===== src/rtl/oddr_tx_gearbox.sv =====
// 16-bit payload to 14-bit word gearbox ahead of a 14:1 ODDR serializer (IDLE/TRAIN/RUN).
// Latency: word accepted at edge k is earliest on q after edge k+1; q never stalls; din_ready throttles input.
module oddr_tx_gearbox #(
  parameter logic [13:0] IDLE_PAT  = 14'h0000,
  parameter logic [13:0] TRAIN_PAT = 14'h3F80
) (
  input  logic        SCLK,
  input  logic        RSTB,
  input  logic        en,
  input  logic        train_req,
  input  logic [15:0] din,
  input  logic        din_valid,
  output logic        din_ready,
  output logic [13:0] q,
  output logic        q_data,
  output logic        underrun,
  output logic [7:0]  underrun_cnt,
  input  logic        cnt_clr
);

  typedef enum logic [1:0] {
    ST_IDLE  = 2'd0,
    ST_TRAIN = 2'd1,
    ST_RUN   = 2'd2
  } state_t;

  state_t      state;
  state_t      state_nxt;
  logic [31:0] bit_buf;
  logic [31:0] bit_buf_nxt;
  logic [5:0]  count;
  logic [5:0]  count_nxt;
  logic [13:0] q_nxt;
  logic        q_data_nxt;
  logic        underrun_nxt;
  logic [7:0]  underrun_cnt_nxt;

  logic        emit;
  logic        xfer;
  logic [5:0]  rem_cnt;
  logic [31:0] rem_buf;
  logic [31:0] din_shifted;

  // Bits left after this edge's emit; a new word is placed right above them.
  assign emit        = (state == ST_RUN) && (count >= 6'd14);
  assign rem_cnt     = emit ? (count - 6'd14) : count;
  assign rem_buf     = emit ? {14'b0, bit_buf[31:14]} : bit_buf;
  assign din_shifted = {16'b0, din} << rem_cnt;

  assign din_ready   = (state == ST_RUN) && (rem_cnt <= 6'd16);
  assign xfer        = din_valid && din_ready;

  always_comb begin
    state_nxt        = ST_IDLE;
    bit_buf_nxt      = rem_buf;
    count_nxt        = rem_cnt;
    q_nxt            = IDLE_PAT;
    q_data_nxt       = 1'b0;
    underrun_nxt     = 1'b0;
    underrun_cnt_nxt = underrun_cnt;

    if (train_req) begin
      state_nxt = ST_TRAIN;
    end else if (en) begin
      state_nxt = ST_RUN;
    end else begin
      state_nxt = ST_IDLE;
    end

    case (state)
      ST_RUN: begin
        if (emit) begin
          q_nxt      = bit_buf[13:0];
          q_data_nxt = 1'b1;
        end else begin
          underrun_nxt = 1'b1;
        end
        if (xfer) begin
          bit_buf_nxt = rem_buf | din_shifted;
          count_nxt   = rem_cnt + 6'd16;
        end
      end
      ST_TRAIN: begin
        q_nxt = TRAIN_PAT;
      end
      default: begin
        q_nxt = IDLE_PAT;
      end
    endcase

    // Leaving RUN drops whatever is buffered so a restart begins word-aligned.
    if (state_nxt != ST_RUN) begin
      bit_buf_nxt = 32'b0;
      count_nxt   = 6'd0;
    end

    if (cnt_clr) begin
      underrun_cnt_nxt = 8'd0;
    end else if (underrun_nxt && (underrun_cnt != 8'hFF)) begin
      underrun_cnt_nxt = underrun_cnt + 8'd1;
    end
  end

  always_ff @(posedge SCLK) begin
    if (RSTB) begin
      state        <= ST_IDLE;
      bit_buf      <= 32'b0;
      count        <= 6'd0;
      q            <= 14'h0000;
      q_data       <= 1'b0;
      underrun     <= 1'b0;
      underrun_cnt <= 8'd0;
    end else begin
      state        <= state_nxt;
      bit_buf      <= bit_buf_nxt;
      count        <= count_nxt;
      q            <= q_nxt;
      q_data       <= q_data_nxt;
      underrun     <= underrun_nxt;
      underrun_cnt <= underrun_cnt_nxt;
    end
  end

endmodule


===== config.mk =====
export PLATFORM = sky130hd
export DESIGN_NAME = oddr_tx_gearbox
export DESIGN_NICKNAME = d
export VERILOG_FILES = /design/src/rtl/oddr_tx_gearbox.sv
export SDC_FILE = /design/constraint.sdc
export NUM_CORES = 1
export LEC_CHECK = 0
export BUFFER_PORTS_ARGS = -buffer_cell sky130_fd_sc_hd__buf_2
export CAP_MARGIN = 5
export CORE_ASPECT_RATIO = 0.7
export CORE_MARGIN = 8
export CORE_UTILIZATION = 65
export CTS_BUF_LIST = sky130_fd_sc_hd__clkbuf_8
export CTS_CLUSTER_DIAMETER = 100
export DETAILED_ROUTE_END_ITERATION = 16
export PLACE_DENSITY = 0.88
export SLEW_MARGIN = 5
export SYNTH_ARGS = -nofsm -noshare
export SYNTH_HDL_FRONTEND = slang
export SYNTH_SLANG_ARGS = --single-unit

===== constraint.sdc =====
create_clock -name SCLK -period 4.9 [get_ports SCLK]
set_input_delay 0.245 -clock SCLK [delete_from_list [all_inputs] [get_ports SCLK]]
set_output_delay 0.245 -clock SCLK [all_outputs]
set_load 0.02 [all_outputs]

-- After elaboration in Yosys (flattened, before gate mapping)
Index checks and enable logic that the tools add are counted.
- register bits: 64
- output and inout port bits: 25
- word-level logic and storage cells: 39
- add/subtract/negate cells: 3
- magnitude comparators: 2
- equal/unequal tests: 4
- shifts and indexed selects: 1
- mux-type cells: 13
- bitwise gates (word level): 2
- reductions and logical operators: 7
- operators by type and width (operator ; count):
    2-to-1 mux 32 bit ; 3
    bitwise OR 32 bit ; 1
    << shifter 16 x 6 -> 32 bit ; 1
    one-hot mux 14 bit (2 select lines) ; 1
    2-to-1 mux 6 bit ; 3
    2-to-1 mux 14 bit ; 1
    adder 8 x 1 -> 8 bit, second input constant ; 1
    inequality test 8 bit, second input constant ; 1
    adder 6 x 5 -> 6 bit, second input constant ; 1
    greater-or-equal comparator 6 x 4 -> 1 bit, second input constant ; 1
    less-or-equal comparator 6 x 5 -> 1 bit, second input constant ; 1
    OR reduction 2 bit ; 3
    subtractor 6 x 4 -> 6 bit, second input constant ; 1
    logical AND 1 bit ; 4
    2-to-1 mux 2 bit ; 2
    2-to-1 mux 1 bit ; 3
    == test 2 x 1 -> 1 bit, second input constant ; 1
    == test 2 bit, second input constant ; 1
    inequality test 2 bit, second input constant ; 1
    inverter 1 bit ; 1

-- Logic depth before layout (Yosys ltp)
Gate-level depths: netlist of the first run.
- depth after elaboration: 8
- gate-level depth with buffers: 14
- gate-level depth less buffers: 12

-- Worst setup path before layout of the first run
No wires, ideal clock.
- path type: register to register
- start point: register count[2]
- end point: register bit_buf[0]
- library setup time: 0.065 ns
- arrival: 2.907 ns
- setup slack: 1.928 ns
- stages on the path, launching flop included: 15
- path buffers: 3
- clock period less this slack: 2.972 ns
- cells stage by stage: dfxtp_1 -> ha_1 -> buf_6 -> a211oi_4 -> nor2_1 -> mux2_2 -> inv_1 -> buf_2 -> ha_1 -> a31oi_1 -> o2bb2ai_2 -> or3b_1 -> buf_2 -> o22a_1 -> nor2_1
- cells in the longest elaborated chain, start to end: 8
- ends and longest elaborated chain (element ; line ; source):
    start: declaration ; 31 ; logic [5:0] count;
    start signal: assignment ; 116 ; count <= count_nxt;
    greater-or-equal comparator 6 x 4 -> 1 bit ; 45 ; assign emit = (state == ST_RUN) && (count >= 6'd14);
    logical AND 1 bit ; 45 ;
    2-to-1 mux 6 bit ; 46 ; assign rem_cnt = emit ? (count - 6'd14) : count;
    less-or-equal comparator 6 x 5 -> 1 bit ; 50 ; assign din_ready = (state == ST_RUN) && (rem_cnt <= 6'd16);
    logical AND 1 bit ; 50 ;
    logical AND 1 bit ; 51 ; assign xfer = din_valid && din_ready;
    2-to-1 mux 32 bit ; 78 ; if (xfer) begin
    2-to-1 mux 32 bit * ; 70 ; case (state)
    end signal: assignment ; 115 ; bit_buf <= bit_buf_nxt;
    end: declaration ; 29 ; logic [31:0] bit_buf;
Every way passes the cells marked *; elsewhere a longest branch is shown, timed or not.
A chain may end at the register's enable or synchronous reset.

-- Final worst setup path of the first run
- start point: register count[1]
- end point: output port din_ready
- cells in the longest elaborated chain, start to end: 5
- ends and longest elaborated chain (element ; line ; source):
    greater-or-equal comparator 6 x 4 -> 1 bit ; 45 ;
    logical AND 1 bit ; 45 ;
    2-to-1 mux 6 bit * ; 46 ;
    less-or-equal comparator 6 x 5 -> 1 bit * ; 50 ;
    logical AND 1 bit * ; 50 ;
    end: declaration ; 13 ; output logic din_ready,
Marks and branches as above.

==> reports/results.txt, run 1 <==
Post-route ant nets = 0
Crit-path max cell delay = 470 ps
H-tree depth = 3
Netlist cell types = 61
Synth Cell Area = 3580 sq um
Post-CTS Hold Buffers = 0
Power density over the cells = 255 nW/um^2
Root Buffer = clkbuf_8
Fin Setup TNS = 0 ps
Run status = completed
Synth async-reset ratio = 0
ANT cells = 0
Placer Congestion = 1.01
Core Area = 5290 sq um
RSZ-0062 raised after global routing = no
CP Cell Sequence = buf_4 > ha_1 > a211oi_4 > nor2_1 > mux2_2 > inv_1 > ha_1 > a31oi_1 > o2bb2ai_2 > nor2_1 > buf_2
CP Class = flop to output pin
Placement Setup Slack = 1420 ps
Crit end category = output pin
GR Util All Layers = 0.249
PortBufs = 46
Hold Path Cell Cnt = 2
Met2 routed WL = 4.31 mm
Die area = 8170 sq um
Data arrival time of the worst path = 3370 ps
Clock latency on the worst-skew pair = 360 ps
Endpoints failing hold = 0
Initial Util = 0.677
Pin count of the biggest net entering global routing = 30
CP Launch Type = flop
Max-Cap Viols = 0
Leakage = 1.58 nW
Mean post-synth cell area = 8.18 sq um
Tightest Pin Transition = 983 ps
Row cnt = 22
WP data required = 4660 ps
Top Layer Used = met4
Setup violations, final = 0
CP top delay family = buffers and inverters
Fill cells = 420
Routed wl met3 = 1.23 mm
Seq/Total Area, Yosys = 0.353
Cells after Synth = 437
Post-cts resize count = 0
Vias in the first global route = 3,241
# nets final = 499
Critical Path Stages = 11
Worst-case clock skew = 12.1 ps
Drt total wl = 10.3 mm
DP HPWL = 7.60 mm
Gr ovfl total = 0
Final Cycle Share = 0.739
Final WS setup = 1280 ps
Metal1 wirelength = 4.52 mm
Fmax = 0.276 GHz
DR WL/cell = 18.7 um
Worst slew margin = 0.342
Fin util = 0.752
CTS tree = yes
I/O pin total = 47
Post-synth EDFFs = 0
Crit-path slowest cell = a211oi_4
Post-route DRC = 0
HP Class = primary input to flop
Vias per std cell = 6.45
Synth warn = 0
Layout cell share with drive strength beyond 1 = 0.187
Die Height = 78.1 um
Clock transition at the registers of the reported paths = 80 ps
Die W = 105 um
CTS buffer count = 9
Bufs on Longest Clock Path = 2
Post-synth top flop = dfxtp_1
Fin. max-slew vios = 0
Starting DRT DRC Count = 351
Multi-input gate area = 2130 sq um
#FFs+latches synth = 63
First-pass DRT Iterations = 5
Worst vdd ir = 0.229 mV
Worst-path fanout max = 24
Post-CTS Setup Repair Bufs = 0
Initial antenna violation count = 0
Worst Path Buf+Inv = 3
First-pass GRT wire length = 16.4 mm
CTS sink count = 63
Via count = 3,542
Register area = 1260 sq um
Final worst path period need = 3620 ps
Area grow syn2layout = 11.1%
WHS = 126 ps
Syn_nets = 464
Reg2Reg Depth = 12
## cell type report
cell class	count	share of cell area
multi-input cells	337	0.536
flip-flops and latches	63	0.317
repair buffers	53	0.0712
clock buffers	10	0.0346
well taps	72	0.0227
clock inverters	6	0.0110
inverters	8	0.00756
## final timing paths
path | from | endpoint | slack [ps]
min | train_req | state[0]$_SDFF_PP0_ | 130
max reg2reg | count[1]$_SDFF_PP0_ | bit_buf[1]$_SDFF_PP0_ | 1280
min reg2reg | bit_buf[26]$_SDFF_PP0_ | bit_buf[26]$_SDFF_PP0_ | 460
max | count[1]$_SDFF_PP0_ | din_ready | 1280
## report_power, final
group	internal, mW	switching, mW	leakage [nW]
combinational	0.0254	0.0481	0.983
clock	0.199	0.225	0.0926
sequential	0.515	0.00135	0.508
## flip-flops by register name, summed over array words and instances, names as in the netlist
signal        cells
bit_buf          32
q                14
underrun_cnt      8
count             5
state             2
q_data            1
underrun          1
## synth_stat cells (all sizes together) (8+ instances only)
cell / instances / share of area
a21oi: 27 / 0.041
and3: 13 / 0.023
buf: 19 / 0.033
clkbuf: 10 / 0.010
dfxtp: 63 / 0.35
inv: 8 / 0.0084
mux2i: 26 / 0.074
nand2: 55 / 0.058
nand3: 15 / 0.022
nor2: 62 / 0.068
o21ai: 16 / 0.022
o22ai: 8 / 0.014
## logic make-up (layout without fill, tap and decap cells)
| logic type | count (synthesis) | in the layout | share of synthesized area |
|---|---|---|---|
| simple gates | 181 | 181 | 0.239 |
| compound gates | 111 | 111 | 0.225 |
| flops | 63 | 63 | 0.353 |
| buf+inv | 37 | 77 | 0.0521 |
| mux | 32 | 32 | 0.0938 |
| xor+xnor | 8 | 8 | 0.0196 |
| fa+ha+maj | 5 | 5 | 0.0175 |
## metal layers
metal,vias to the layer above,GRT usage
met5,-,0
met4,0,0.0879
met3,19,0.106
met2,199,0.359
met1,1656,0.326
li1,1668,-
## per-stage QoR
| step | instances | cell area, sq um | power (mW) |
|---|---|---|---|
| floorplan | 437 | 3580 | 0.569 |
| global placement | 533 | 3790 | 0.597 |
| detailed placement | 533 | 3790 | 0.598 |
| CTS | 549 | 3970 | 1.01 |
| global route | 549 | 3970 | 1.04 |
| finish | 549 | 3970 | 1.01 |
## cell usage in the layout, fill, tap and decap left out, drive strengths merged, types with 5 or more instances in the layout
cell type and instances:
nor3b 5, nor4b 5, o211ai 7, ha 5
nand3 15, dfxtp 63, nor3 7, o221ai 6
mux2 6, o22a 6, and3 13, clkbuf 10
nand2 55, o21ai 16, mux2i 26, o31ai 5
o22ai 8, nand4 5, a21oi 27, inv 9
buf 53, nor2 62
(Power assumes the default switching activity.)
==> run 2: changes to the inputs <==
--- a/config.mk
+++ b/config.mk
@@ -9,11 +9,11 @@
 export CAP_MARGIN = 5
 export CORE_ASPECT_RATIO = 0.7
 export CORE_MARGIN = 8
-export CORE_UTILIZATION = 65
+export CORE_UTILIZATION = 60
 export CTS_BUF_LIST = sky130_fd_sc_hd__clkbuf_8
 export CTS_CLUSTER_DIAMETER = 100
 export DETAILED_ROUTE_END_ITERATION = 16
-export PLACE_DENSITY = 0.88
+export PLACE_DENSITY = 0.82
 export SLEW_MARGIN = 5
 export SYNTH_ARGS = -nofsm -noshare
 export SYNTH_HDL_FRONTEND = slang
==> constraint.sdc (replaced) <==
create_clock -name SCLK -period 3.7 [get_ports SCLK]
set_input_delay 0.185 -clock SCLK [delete_from_list [all_inputs] [get_ports SCLK]]
set_output_delay 0.185 -clock SCLK [all_outputs]
set_load 0.02 [all_outputs]
==> run 2 against run 1 <==
  * Sequential cell count unchanged
  * Sequential share of layout area fell by 0.70 points
  * Routed wire length fell by 1.1%
  * Sequential power increased by 32%
  * Non-clock buffer count up 3
  * Clock-buffer cell count did not move
  * Register-to-register slack got worse by 700 ps
  * Critical path depth unchanged
  * Highest routed layer unchanged
  * Largest power group is now the clock network
  * Via count down 0.93%
  * Core utilization decreased by 4.2 points
==> reports/results.txt, run 2 (synthesized netlist as in run 1, its figures left out) <==
Run status = completed
WHS = 59.9 ps (-66.0 ps)
GRT met1 Usage = 0.328 (+0.00182)
Comb pwr share = 0.064 (-0.009)
Endpoints failing hold = 0 (unchanged)
Placer Congestion = 1.03 (+2.0%)
CTS buffer count = 9 (unchanged)
Clock transition at the registers of the reported paths = 70 ps (about the same)
Fin Setup TNS = 0 ps (unchanged)
Area grow syn2layout = 13.6%
DP HPWL = 7.46 mm (-1.9%)
Row cnt = 23 (+4.5%)
Vias per std cell = 6.32 (-2.0%)
PortBufs = 46 (unchanged)
Core Area = 5730 sq um (+8.4%)
RSZ-0062 raised after global routing = no
Max-Cap Viols = 0 (unchanged)
CTS sink count = 63 (unchanged)
Layout cell share with drive strength beyond 1 = 0.190 (+0.00300)
Commonest non-fill, non-tap cells in the layout = 63 x dfxtp_1, 60 x nor2_1, 55 x nand2_1, 46 x buf_2, 26 x a21oi_1
Drt total wl = 10.1 mm (-1.1%)
Worst-path fanout max = 9 (-63%)
ANT cells = 0 (unchanged)
First-pass GRT wire length = 16.4 mm (about the same)
Post-route DRC = 0 (unchanged)
Int Power = 1.18 mW (+60%)
Post-CTS Setup Repair Bufs = 0 (unchanged)
GRT met2 Usage = 0.342 (-0.0165)
Fin util = 0.710 (-0.0423)
Fmax = 0.320 GHz
Sequential Power Share = 0.449 (-0.060)
Met3 GRT Util = 0.0647 (-0.0413)
H-tree depth = 3 (unchanged)
Worst vdd ir = 0.231 mV (+1.1%)
Power density over the cells = 375 nW/um^2 (+47%)
Leakage = 1.63 nW (+3.2%)
Crit end category = flop
CP Class = flop to flop
Die Height = 80.6 um (+3.2%)
HP Class = primary input to flop
Tightest Pin Transition = 625 ps (-358 ps)
Final Cycle Share = 0.844
Initial antenna violation count = 0 (unchanged)
Starting DRT DRC Count = 313 (-11%)
Post-cts resize count = 0 (unchanged)
Gr ovfl total = 0 (unchanged)
Die area = 8730 sq um (+6.8%)
GR Util All Layers = 0.238 (-0.0108)
Biggest regs = bit_buf x32, q x14, underrun_cnt x8
Pin count of the biggest net entering global routing = 30 (unchanged)
P_sw = 0.342 mW (+25%)
# nets final = 502 (+0.60%)
Post-CTS Hold Buffers = 0 (unchanged)
Vias in the first global route = 3,260 (+0.59%)
Root Buffer = clkbuf_8
Worst slew margin = 0.582 (+0.240)
Initial Util = 0.624 (-0.0522)
Via count = 3,509 (-0.93%)
DR WL/cell = 18.3 um (-2.2%)
Clock latency on the worst-skew pair = 350 ps (about the same)
Fin. max-slew vios = 0 (unchanged)
Bufs on Longest Clock Path = 2 (unchanged)
Data arrival time of the worst path = 3410 ps (+40 ps)
Worst-case clock skew = 7.43 ps (-4.67 ps)
Final worst path period need = 3120 ps
Most flops, register = bit_buf
I/O pin total = 47 (unchanged)
CTS tree = yes
Portion of total power attributed to the clock network = 0.487 (+0.069)
Switching share of power = 0.224 (-0.0462)
Die W = 108 um (+3.5%)
Post-route ant nets = 0 (unchanged)
WP data required = 3980 ps (-680 ps)
First-pass DRT Iterations = 5 (unchanged)
Commonest non-fill, non-tap cell in the layout = dfxtp_1
Gr busiest metal = met2
Setup violations, final = 0 (unchanged)
CP Launch Type = flop
Largest register FFs = 32 (unchanged)
-- run 2: final timing paths --
| path | from | end | slack (ps) | depth (start not counted) |
|---|---|---|---|---|
| min | train_req | state[0]$_SDFF_PP0_ | 60 | 2 |
| max reg2reg | count[2]$_SDFF_PP0_ | bit_buf[2]$_SDFF_PP0_ | 580 | 11 |
| max | count[2]$_SDFF_PP0_ | bit_buf[2]$_SDFF_PP0_ | 580 | 11 |
| min reg2reg | bit_buf[19]$_SDFF_PP0_ | bit_buf[19]$_SDFF_PP0_ | 450 | 2 |
-- run 2: layer usage --
metal,part of all wire,vias up
li1,-,1664
met1,0.45,1615
met2,0.42,204
met3,0.11,26
met4,0.023,0
met5,0,-
-- run 2: power by group through the flow --
| stage | Sequential (mW) | Clock [mW] | Combinational [mW] |
|---|---|---|---|
| floorplan | 0.701 | 0 | 0.0514 |
| global placement | 0.699 | 0 | 0.0932 |
| detailed placement | 0.699 | 0 | 0.0938 |
| CTS | 0.683 | 0.746 | 0.0947 |
| global route | 0.684 | 0.774 | 0.105 |
| finish | 0.683 | 0.742 | 0.0972 |
-- run 2: final cells by class --
class                           instances  area (sq um)
Sequential cell                        63          1260
Fill cell                             471          1660
Clock buffer                           10           138
Tap cell                               75          93.8
Clock inverter                          6           108
Multi-Input combinational cell        337          2130
Timing Repair Buffer                   56           305
Inverter                                8          30.0
-- run 2: stage by stage --
stage,cell area (sq um),power [mW],setup WS [ps],cells
finish,4060,1.52,577,555
global route,4060,1.56,364,555
CTS,4060,1.52,602,555
detailed placement,3820,0.793,615,539
global placement,3820,0.792,758,539
floorplan,3580,0.753,728,437
-- run 2: critical path, stage by stage, from the launching register on --
cell       delay [ps]
dfxtp_1           400
ha_1              340
a211oi_4          460
nor2_1             70
mux2_2            360
inv_1             100
ha_1              250
a31oi_1            80
o2bb2ai_2         170
or3b_1            490
o22a_1            240
nor2_1            100
==> run 3: changes to the inputs <==
--- a/config.mk
+++ b/config.mk
@@ -9,11 +9,11 @@
 export CAP_MARGIN = 5
 export CORE_ASPECT_RATIO = 0.7
 export CORE_MARGIN = 8
-export CORE_UTILIZATION = 60
+export CORE_UTILIZATION = 54
 export CTS_BUF_LIST = sky130_fd_sc_hd__clkbuf_8
 export CTS_CLUSTER_DIAMETER = 100
 export DETAILED_ROUTE_END_ITERATION = 16
-export PLACE_DENSITY = 0.82
+export PLACE_DENSITY = 0.78
 export SLEW_MARGIN = 5
 export SYNTH_ARGS = -nofsm -noshare
 export SYNTH_HDL_FRONTEND = slang
==> constraint.sdc (replaced) <==
create_clock -name SCLK -period 2.7 [get_ports SCLK]
set_input_delay 0.135 -clock SCLK [delete_from_list [all_inputs] [get_ports SCLK]]
set_output_delay 0.135 -clock SCLK [all_outputs]
set_load 0.02 [all_outputs]
==> run 3 against run 2 <==
  * Routed wire length rose by 9.9%
  * Clock-buffer cell count rose by 1
  * Sequential share of layout area fell by 1.4 points
  * Register-to-register slack got worse by 570 ps
  * Setup slack got worse by 570 ps
  * Core utilization fell by 3.2 points
  * Clock power rose by 15%
  * Clock skew rose by 4.9 ps
  * Critical path type unchanged
==> reports/results.txt, run 3 (synthesized netlist as in run 1, its figures left out) <==
Starting DRT DRC Count = 535 (+71%)
CP Class = flop to flop
Layout cell share with drive strength beyond 1 = 0.248 (+0.0579)
Data arrival time of the worst path = 2970 ps (-440 ps)
CTS buffer count = 9 (unchanged)
Largest register FFs = 32 (unchanged)
Reg2reg setup slack = 8 ps (-570 ps)
ANT cells = 0 (unchanged)
HP Start = train_req
Run status = completed
Fill cells = 499 (+5.9%)
Fin Setup TNS = 0 ps (unchanged)
Clock transition at the registers of the reported paths = 70 ps (about the same)
Endpoints failing hold = 0 (unchanged)
Commonest non-fill, non-tap cell in the layout = dfxtp_1
Root Buffer = clkbuf_8
Reg2reg end = bit_buf[31]$_SDFF_PP0_
Placer Congestion = 1.06 (+2.8%)
CP top delay family = compound AO/OA/AOI/OAI gates
Leakage = 1.73 nW (+5.8%)
CP Cell Sequence = ha_4 > a211o_1 > a21oi_1 > nor2_4 > mux2i_1 > mux2_2 > a221oi_2 > a32o_1
Commonest non-fill, non-tap cells in the layout = 61 x dfxtp_1, 59 x nor2_1, 55 x nand2_1, 46 x buf_2, 27 x buf_4
Vias in the first global route = 3,332 (+2.2%)
Initial antenna violation count = 0 (unchanged)
Hold endpoint = state[0]$_SDFF_PP0_
I/O pin total = 47 (unchanged)
Int Power = 1.46 mW (+24%)
Post-route ant nets = 0 (unchanged)
CP Launch Type = flop
PortBufs = 46 (unchanged)
Setup violations, final = 0 (unchanged)
Tightest Pin Transition = 695 ps (+69.3 ps)
Worst-case clock skew = 12.3 ps (+4.87 ps)
Crit-path slowest cell = a21oi_1
Crit end category = flop
Portion of total power attributed to the clock network = 0.441 (-0.046)
Row cnt = 24 (+4.3%)
Die Height = 84.1 um (+4.3%)
Die area = 9520 sq um (+9.2%)
CTS sink count = 63 (unchanged)
Crit Reg-Reg Startpoint = count[2]$_SDFF_PP0_
Final std cell area, no fill = 4270 sq um (+5.1%)
GRT met1 Usage = 0.306 (-0.0220)
Final WS setup = 7.56 ps (-569 ps)
Worst slew margin = 0.536 (-0.0457)
Area grow syn2layout = 19.4%
P_sw = 0.469 mW (+37%)
Gr busiest metal = met2
Placement Setup Slack = 11.1 ps (-604 ps)
Met3 GRT Util = 0.0658 (+0.00100)
RSZ-0062 raised after global routing = yes
CTS tree = yes
Hold Path Cell Cnt = 2 (unchanged)
First-pass DRT Iterations = 7 (+2)
First-pass GRT wire length = 17.2 mm (+5.1%)
Initial Util = 0.567 (-0.0574)
Clock latency on the worst-skew pair = 350 ps (about the same)
Gr ovfl total = 0 (unchanged)
Crit-path max cell delay = 460 ps (-30 ps)
DR WL/cell = 19.2 um (+5.3%)
Core Area = 6310 sq um (+10%)
Comb pwr share = 0.073 (+0.009)
GR Util All Layers = 0.225 (-0.0130)
Bufs on Longest Clock Path = 2 (unchanged)
Worst-path fanout max = 12 (+3)
Worst Path Buf+Inv = 0 (-1)
Post-route DRC = 0 (unchanged)
# nets final = 523 (+4.2%)
HP Class = primary input to flop
Die W = 113 um (+4.6%)
Via count = 3,704 (+5.6%)
Reg2Reg Depth = 8 (-3)
Post-DP Area = 3970 sq um (+4.0%)
Post-CTS Hold Buffers = 0 (unchanged)
Worst vdd ir = 0.246 mV (+6.3%)
Fmax = 0.371 GHz (+16%)
DP HPWL = 7.90 mm (+5.9%)
Total Power = 1.93 mW (+27%)
Final Cycle Share = 0.997 (+0.153)
Max-Cap Viols = 0 (unchanged)
Drt total wl = 11.1 mm (+9.9%)
Most flops, register = bit_buf
Biggest regs = bit_buf x32, q x14, underrun_cnt x8
Power density over the cells = 452 nW/um^2 (+21%)
Pin count of the biggest net entering global routing = 25 (-17%)
WP data required = 2980 ps (-1000 ps)
Fin cells = 579 (+4.3%)
GRT met2 Usage = 0.330 (-0.0123)
Sequential Power Share = 0.485 (+0.036)
Dpl cells = 559 (+3.7%)
Fin. max-slew vios = 0 (unchanged)
Switching share of power = 0.243 (+0.0186)
Final worst path period need = 2690 ps (-431 ps)
Vias per std cell = 6.40 (+1.2%)
H-tree depth = 3 (unchanged)
==> run 3: cell count changes in the layout (fill, tap and decap cells not counted), sizes merged <==
cell	change
buf	+19
bufinv	-2
inv	-2
clkbuf	+1
mux2	+1
clkinvlp	+1
nor2	+1
clkinv	+2
==> run 3: area by class of cell <==
class,count,area (sq um),area share
clock buffer,11,151,0.0355
clock inverter,5,56.3,0.0132
multi-input combinational,339,2210,0.517
inverter,8,32.5,0.00762
sequential,63,1270,0.297
timing repair buffer,75,459,0.108
tap,78,97.6,0.0229
==> run 3: worst max-delay path by stage <==
stage / start / endpoint / slack [ps] / cells past startpoint
floorplan: count[1]$_SDFF_PP0_ / bit_buf[0]$_SDFF_PP0_ / 10 / 14
global placement: count[2]$_SDFF_PP0_ / bit_buf[6]$_SDFF_PP0_ / 110 / 11
detailed placement: state[0]$_SDFF_PP0_ / bit_buf[31]$_SDFF_PP0_ / 10 / 9
CTS: state[0]$_SDFF_PP0_ / bit_buf[31]$_SDFF_PP0_ / 5 / 9
global route: count[2]$_SDFF_PP0_ / din_ready / -40 / 11
finish: count[2]$_SDFF_PP0_ / bit_buf[31]$_SDFF_PP0_ / 8 / 8
==> run 3: power by group through the flow <==
stage	logic [mW]	clock network, mW	registers [mW]
floorplan	0.0714	0	0.961
global placement	0.130	0	0.958
detailed placement	0.132	0	0.958
CTS	0.134	0.853	0.937
global route	0.150	0.904	0.936
finish	0.141	0.851	0.936
==> run 3: stage by stage <==
stage / hold slack [ps] / util
3_3_place_gp: 394 / 0.630
6_report: 31.3 / 0.677
5_1_grt: 46.7 / 0.677
2_1_floorplan: 207 / -
3_5_place_dp: 381 / 0.630
4_1_cts: 29.0 / 0.663
==> run 3: per-layer routing <==
| metal | wire length [um] | part of all wire |
|---|---|---|
| met1 | 4720 | 0.42 |
| met2 | 4720 | 0.42 |
| met3 | 1350 | 0.12 |
| met4 | 349 | 0.031 |
| met5 | 0 | 0 |
==> run 3: what timing repair did <==
item	in CTS	in global routing
resized for setup	0	14
setup endpoints to repair	1	28
cloned	0	2
pin swaps	1	6
setup buffers	0	2
==> run 3: worst reg2reg max path: stages, from the launching register on <==
cell	delay [ps]
dfxtp_4	370
ha_4	180
a211o_1	310
a21oi_1	460
nor2_4	190
mux2i_1	180
mux2_2	320
a221oi_2	400
a32o_1	220
